File: src/rtl/rank_sort_engine.sv
// Purpose : stable rank sort of an N-element frame of unsigned WIDTH-bit
//           values into ascending or descending order. Optional macro
//           RANK_SORT_INDEX_EN adds out_index, which gives the original
//           load position of each output element.
// Latency : the first out_valid comes N+1 cycles after the last accept.
//           The core ranks one element per cycle for N cycles, then uses
//           one cycle to register the first output.
// Backpressure: in_ready is high only in LOAD. While out_ready is low in
//           DRAIN, out_data, out_last and out_index are held.
// Ports   : clk, rst_n (sync, active-low); in_valid/in_ready/in_data/
//           descend (load side); out_valid/out_ready/out_data/out_last
//           (drain side); busy (RANK or DRAIN); [out_index]
module rank_sort_engine #(
    parameter int N     = 6,
    parameter int WIDTH = 8
) (
    input  logic                 clk,
    input  logic                 rst_n,
    input  logic                 in_valid,
    output logic                 in_ready,
    input  logic [WIDTH-1:0]     in_data,
    input  logic                 descend,
    output logic                 out_valid,
    input  logic                 out_ready,
    output logic [WIDTH-1:0]     out_data,
    output logic                 out_last,
`ifdef RANK_SORT_INDEX_EN
    output logic [$clog2(N)-1:0] out_index,
`endif
    output logic                 busy
);

    localparam int RW = $clog2(N);

    typedef enum logic [1:0] {LOAD, RANK, DRAIN} state_t;

    state_t           state;
    logic [RW-1:0]    k;        // load index in LOAD, element being ranked in RANK
    logic [RW-1:0]    o;        // output index in DRAIN
    logic [RW-1:0]    o_nxt;
    logic [RW-1:0]    rank;
    logic             desc_q;   // order latched at the first accept of the frame
    logic [WIDTH-1:0] load_buf [N];
    logic [WIDTH-1:0] sort_buf [N];
`ifdef RANK_SORT_INDEX_EN
    logic [RW-1:0]    idx_buf  [N];
`endif

    assign in_ready = rst_n && (state == LOAD);
    assign busy     = rst_n && (state != LOAD);
    assign o_nxt    = o + RW'(1);

    // Count the elements that sort strictly ahead of element k. If two keys
    // are equal, the earlier-loaded one goes first. This keeps the sort stable
    // and makes the ranks a permutation of 0..N-1.
    always_comb begin
        rank = '0;
        for (int j = 0; j < N; j++) begin
            if (j != int'(k)) begin
                if (desc_q ? (load_buf[j] > load_buf[k]) : (load_buf[j] < load_buf[k]))
                    rank = rank + RW'(1);
                else if ((load_buf[j] == load_buf[k]) && (j < int'(k)))
                    rank = rank + RW'(1);
            end
        end
    end

    // The data buffers are not reset. A reset only abandons the frame that
    // is in flight.
    always_ff @(posedge clk) begin
        if (rst_n && state == LOAD && in_valid)
            load_buf[k] <= in_data;
        if (rst_n && state == RANK) begin
            sort_buf[rank] <= load_buf[k];
`ifdef RANK_SORT_INDEX_EN
            idx_buf[rank]  <= k;
`endif
        end
    end

    always_ff @(posedge clk) begin
        if (!rst_n) begin
            state     <= LOAD;
            k         <= '0;
            o         <= '0;
            desc_q    <= 1'b0;
            out_valid <= 1'b0;
            out_last  <= 1'b0;
            out_data  <= '0;
`ifdef RANK_SORT_INDEX_EN
            out_index <= '0;
`endif
        end else begin
            case (state)
                LOAD: begin
                    if (in_valid) begin
                        if (k == '0)
                            desc_q <= descend;
                        if (k == RW'(N - 1)) begin
                            k     <= '0;
                            state <= RANK;
                        end else begin
                            k <= k + RW'(1);
                        end
                    end
                end
                RANK: begin
                    if (k == RW'(N - 1)) begin
                        k     <= '0;
                        state <= DRAIN;
                    end else begin
                        k <= k + RW'(1);
                    end
                end
                DRAIN: begin
                    if (!out_valid) begin
                        // First DRAIN cycle: sort_buf is complete, so present slot 0.
                        out_valid <= 1'b1;
                        out_data  <= sort_buf[0];
                        out_last  <= 1'b0;
`ifdef RANK_SORT_INDEX_EN
                        out_index <= idx_buf[0];
`endif
                    end else if (out_ready) begin
                        if (out_last) begin
                            state     <= LOAD;
                            o         <= '0;
                            out_valid <= 1'b0;
                            out_last  <= 1'b0;
                            out_data  <= '0;
`ifdef RANK_SORT_INDEX_EN
                            out_index <= '0;
`endif
                        end else begin
                            o         <= o_nxt;
                            out_data  <= sort_buf[o_nxt];
                            out_last  <= (o_nxt == RW'(N - 1));
`ifdef RANK_SORT_INDEX_EN
                            out_index <= idx_buf[o_nxt];
`endif
                        end
                    end
                end
                default: state <= LOAD;
            endcase
        end
    end

endmodule

File: config.mk
export PLATFORM = sky130hd
export DESIGN_NAME = rank_sort_engine
export DESIGN_NICKNAME = d
export VERILOG_FILES = /design/src/rtl/rank_sort_engine.sv
export SDC_FILE = /design/constraint.sdc
export NUM_CORES = 1
export LEC_CHECK = 0
export CAP_MARGIN = 20
export CORE_UTILIZATION = 39
export DETAILED_ROUTE_END_ITERATION = 8
export PLACE_DENSITY = 0.62
export SLEW_MARGIN = 20
export SYNTH_ARGS = -nofsm -noshare
export SYNTH_HDL_FRONTEND = slang
export SYNTH_SLANG_ARGS = --single-unit
File: constraint.sdc
create_clock -name clk -period 21.9 [get_ports clk]
set_input_delay 3.285 -clock clk [delete_from_list [all_inputs] [get_ports clk]]
set_output_delay 3.285 -clock clk [all_outputs]
set_load 0.01 [all_outputs]
==> qor.yml <==
postSynthRegisterBits: 134
seq_power_share: 0.417
vdd_drop_max_v: 0.0000599
portBuffers: 24
power.internal_uw: 506
crit_chain: "clkdlybuf4s50_1 -> nand2b_1 -> nor2_1 -> clkdlybuf4s50_1"
ys_dominant_reg_cell: "sky130_fd_sc_hd__edfxtp_1"
max-clock-path-buffers: 2
drt_first_pass_iters: 4
critical_path_peak_fanout: 21
critPathLaunchType: "primary input"
preCtsSetupSlack_ns: 13.50
leakagePower_uw: 0.00291
total_routed_wirelength_um: 14400
power_switching_uw: 179
cap_viol_max_count: 0
cts_resized: 0
synthesis.area_um2: 6970
floorplan.initialDensity: 0.401
cp_slowest_stage_delay_ns: 0.91
clk-insertion-delay-late_ns: 0.42
final_antenna_net_count: 0
grt_pass1_vias: 4361
final_number_of_setup_violating_endpoints: 0
r2r_setup_slack_ns: 14.28
route.detailed.wl_per_inst_um: 18.3
floorplan.die.width_um: 136
syn_nets: 593
grtUsageTotal: 0.173
most_frequent_cp_cell: "sky130_fd_sc_hd__clkdlybuf4s50_1"
comb_power_share: 0.193
detail_route.drc_violations: 0
holdPathStages: 1
hold_class: "flop to flop"
die_y_um: 136
setup.worst_path.class: "primary input to output port"
share_clk_of_total_power: 0.390
yosysUniqueCellTypes: 61
synth-async-reset-ratio: 0
number_of_buffers_created_by_cts: 17
cts_root_buf: "sky130_fd_sc_hd__clkbuf_16"
synth-seq-area-share: 0.546
netlist_instances: 520
drive_above_1_share: 0.142
postSynthAreaPerCell_um2: 13.4
total_core_area_um2: 17400
synth_top_cell_area_share: 0.483
worstHoldStart: "out_data[4]$_SDFFE_PN0P_"
report.final.hold_viol_count: 0
first_iter_violations: 247
arrival_ns: 5.12
boundaryPins: 25
layout_filler_cell_count: 1502
number_of_nets_in_the_final_layout: 624
clkSlewWorstSetupHoldPaths_ns: 0.05
timing_max_transition_violations_final: 0
cts.repair_timing.setup_buffer_count: 0
cts_hold_buffers: 0
vias: 4230
outcome: "finished, final reports clean"
cts_sinks: 134
switching_share: 0.262
timing.critical_path.to_type: "output port"
power_density_nw_per_um2: 85.3
dp.final_hpwl_um: 10500
layout_min_cycle_time_ns: 8.40
syn_to_final_growth_pct: 15.3
number_of_antenna_violations_at_the_first_check_in_global_routing: 0
hold_end: "out_data[4]$_SDFFE_PN0P_"
unrepaired_setup_endpoints_after_global_routing: "no"
routed_via_density: 5.36
num_antenna_cells: 0
tightest_slew_ns: 0.996
cts_tree: "done"
post_route_skew_ns: 0.00848
finalSetupTns_ns: 0
crit_slowest_cell: "sky130_fd_sc_hd__clkdlybuf4s50_1"
htreeDepth: 4
slew-limit-headroom: 0.334
fmax_mhz: 119
dieArea_um2: 18400
wire_length_of_the_first_global_routing_pass_um: 23400
yosys_warnings: 0
fin_ws_ns: 13.50
worst_r2r_path_depth: 24
period_share: 0.384
grt_max_degree: 22
netlist.top_cell.by_area: "sky130_fd_sc_hd__edfxtp_1"
std_cell_rows: 48
ys_top_cells_by_area: "sky130_fd_sc_hd__edfxtp_1, sky130_fd_sc_hd__ha_1, sky130_fd_sc_hd__mux4_2, sky130_fd_sc_hd__dfxtp_1, sky130_fd_sc_hd__a21oi_1"
gpl.final_weighted_congestion: 0.834
r2r_end: "sort_buf[4][0]$_DFFE_PP_"
grt_remaining_overflow: 0
count_of_flip_flops_with_a_built_in_enable_after_synthesis: 112
required_worst_endpoint_ns: 18.62
[cell type report]
cell class                      count  area, um^2  area share
Sequential cell                   134        3800       0.474
Multi-Input combinational cell    341        3010       0.375
Clock buffer                       21         440      0.0548
Tap cell                          225         282      0.0351
Timing Repair Buffer               29         278      0.0346
Clock inverter                     11         109      0.0136
Inverter                           28         105      0.0131
[synth_stat cells, drive strengths merged, types with 14 or more instances]
cell type    n
ha          60
a21oi       40
edfxtp     112
dfxtp       22
mux4        24
nor2        18
nand2       36
o21ai       19
inv         28
mux2i       18
nor2b       25
clkbuf      14
[worst max-delay path by stage]
stage / cells after the start / from / slack, ns / end
4_1_cts: 4 / rst_n / 13.49 / in_ready
3_3_place_gp: 4 / rst_n / 13.51 / in_ready
6_report: 4 / rst_n / 13.50 / in_ready
5_1_grt: 4 / rst_n / 13.35 / in_ready
3_5_place_dp: 4 / rst_n / 13.50 / in_ready
2_1_floorplan: 25 / flop / 14.47 / sort_buf[3][0]$_DFFE_PP_
[metrics by stage]
stage               total power [uW]  std cells   util  hold slack (ns)  cell area, um^2
global placement                 415        757  0.430            0.483             7470
finish                           685        789  0.463            0.500             8030
CTS                              689        789  0.462            0.508             8020
floorplan                        390        520      -            0.476             6970
global route                     715        789  0.463            0.527             8030
detailed placement               420        757  0.430            0.489             7470
[power by group through the flow]
stage               Clock, uW  Sequential, uW  Combinational (uW)
floorplan                   0             288                 101
global placement            0             291                 124
detailed placement          0             291                 129
CTS                       272             286                 131
global route              282             286                 147
finish                    267             286                 132
[state kept, by name, indices dropped and copies added, names as in the netlist, named ones only]
name	flops
out_last	1
out_valid	1
desc_q	1
o	3
k	3
out_data	8
state	2
sort_buf	48
load_buf	64
[cell families after synthesis]
family	Yosys count	share of synthesized area
AND/OR/NAND/NOR	128	0.100
adder cells (fa/ha/maj)	60	0.108
buffers and inverters	45	0.0248
flip-flops	134	0.546
AO/OA/AOI/OAI	100	0.0984
XOR/XNOR	9	0.0163
multiplexers	44	0.107
[per-layer routing]
metal / part of all wire / vias to the layer above / GRT usage / wire length, um
met5: 0 / - / 0 / 0
met4: 0.022 / 0 / 0.0755 / 312
met3: 0.035 / 20 / 0.0393 / 510
met2: 0.49 / 96 / 0.281 / 7110
met1: 0.45 / 2057 / 0.221 / 6490
li1: - / 2057 / - / -
[cells in the final DEF, fill, tap and decap left out, types with 3 or more instances in the layout]
cell type	synthesis	routed
sky130_fd_sc_hd__a21boi_0	5	5
sky130_fd_sc_hd__a21oi_1	40	40
sky130_fd_sc_hd__and2_1	3	3
sky130_fd_sc_hd__buf_4	1	5
sky130_fd_sc_hd__clkbuf_1	14	4
sky130_fd_sc_hd__clkbuf_16	0	17
sky130_fd_sc_hd__clkdlybuf4s50_1	0	24
sky130_fd_sc_hd__clkinv_2	0	6
sky130_fd_sc_hd__dfxtp_1	22	22
sky130_fd_sc_hd__edfxtp_1	112	112
sky130_fd_sc_hd__ha_1	60	60
sky130_fd_sc_hd__inv_1	26	26
sky130_fd_sc_hd__mux2i_1	18	18
sky130_fd_sc_hd__mux4_2	24	24
sky130_fd_sc_hd__nand2_1	36	36
sky130_fd_sc_hd__nand2b_1	4	4
sky130_fd_sc_hd__nand3_1	8	8
sky130_fd_sc_hd__nand4_1	10	10
sky130_fd_sc_hd__nor2_1	17	16
sky130_fd_sc_hd__nor2b_1	25	25
sky130_fd_sc_hd__nor3_1	8	5
sky130_fd_sc_hd__nor3_2	1	4
sky130_fd_sc_hd__nor3b_1	4	3
sky130_fd_sc_hd__o211a_1	8	8
sky130_fd_sc_hd__o211ai_1	4	4
sky130_fd_sc_hd__o21ai_0	17	17
sky130_fd_sc_hd__o21bai_1	4	4
sky130_fd_sc_hd__xnor2_1	5	5
[critical path, delay by kind of cell]
family | cells | cell delay [ns]
buffers and inverters | 2 | 1.48
and+or+nand+nor | 2 | 0.35
Power figures use the tool's default switching activity.
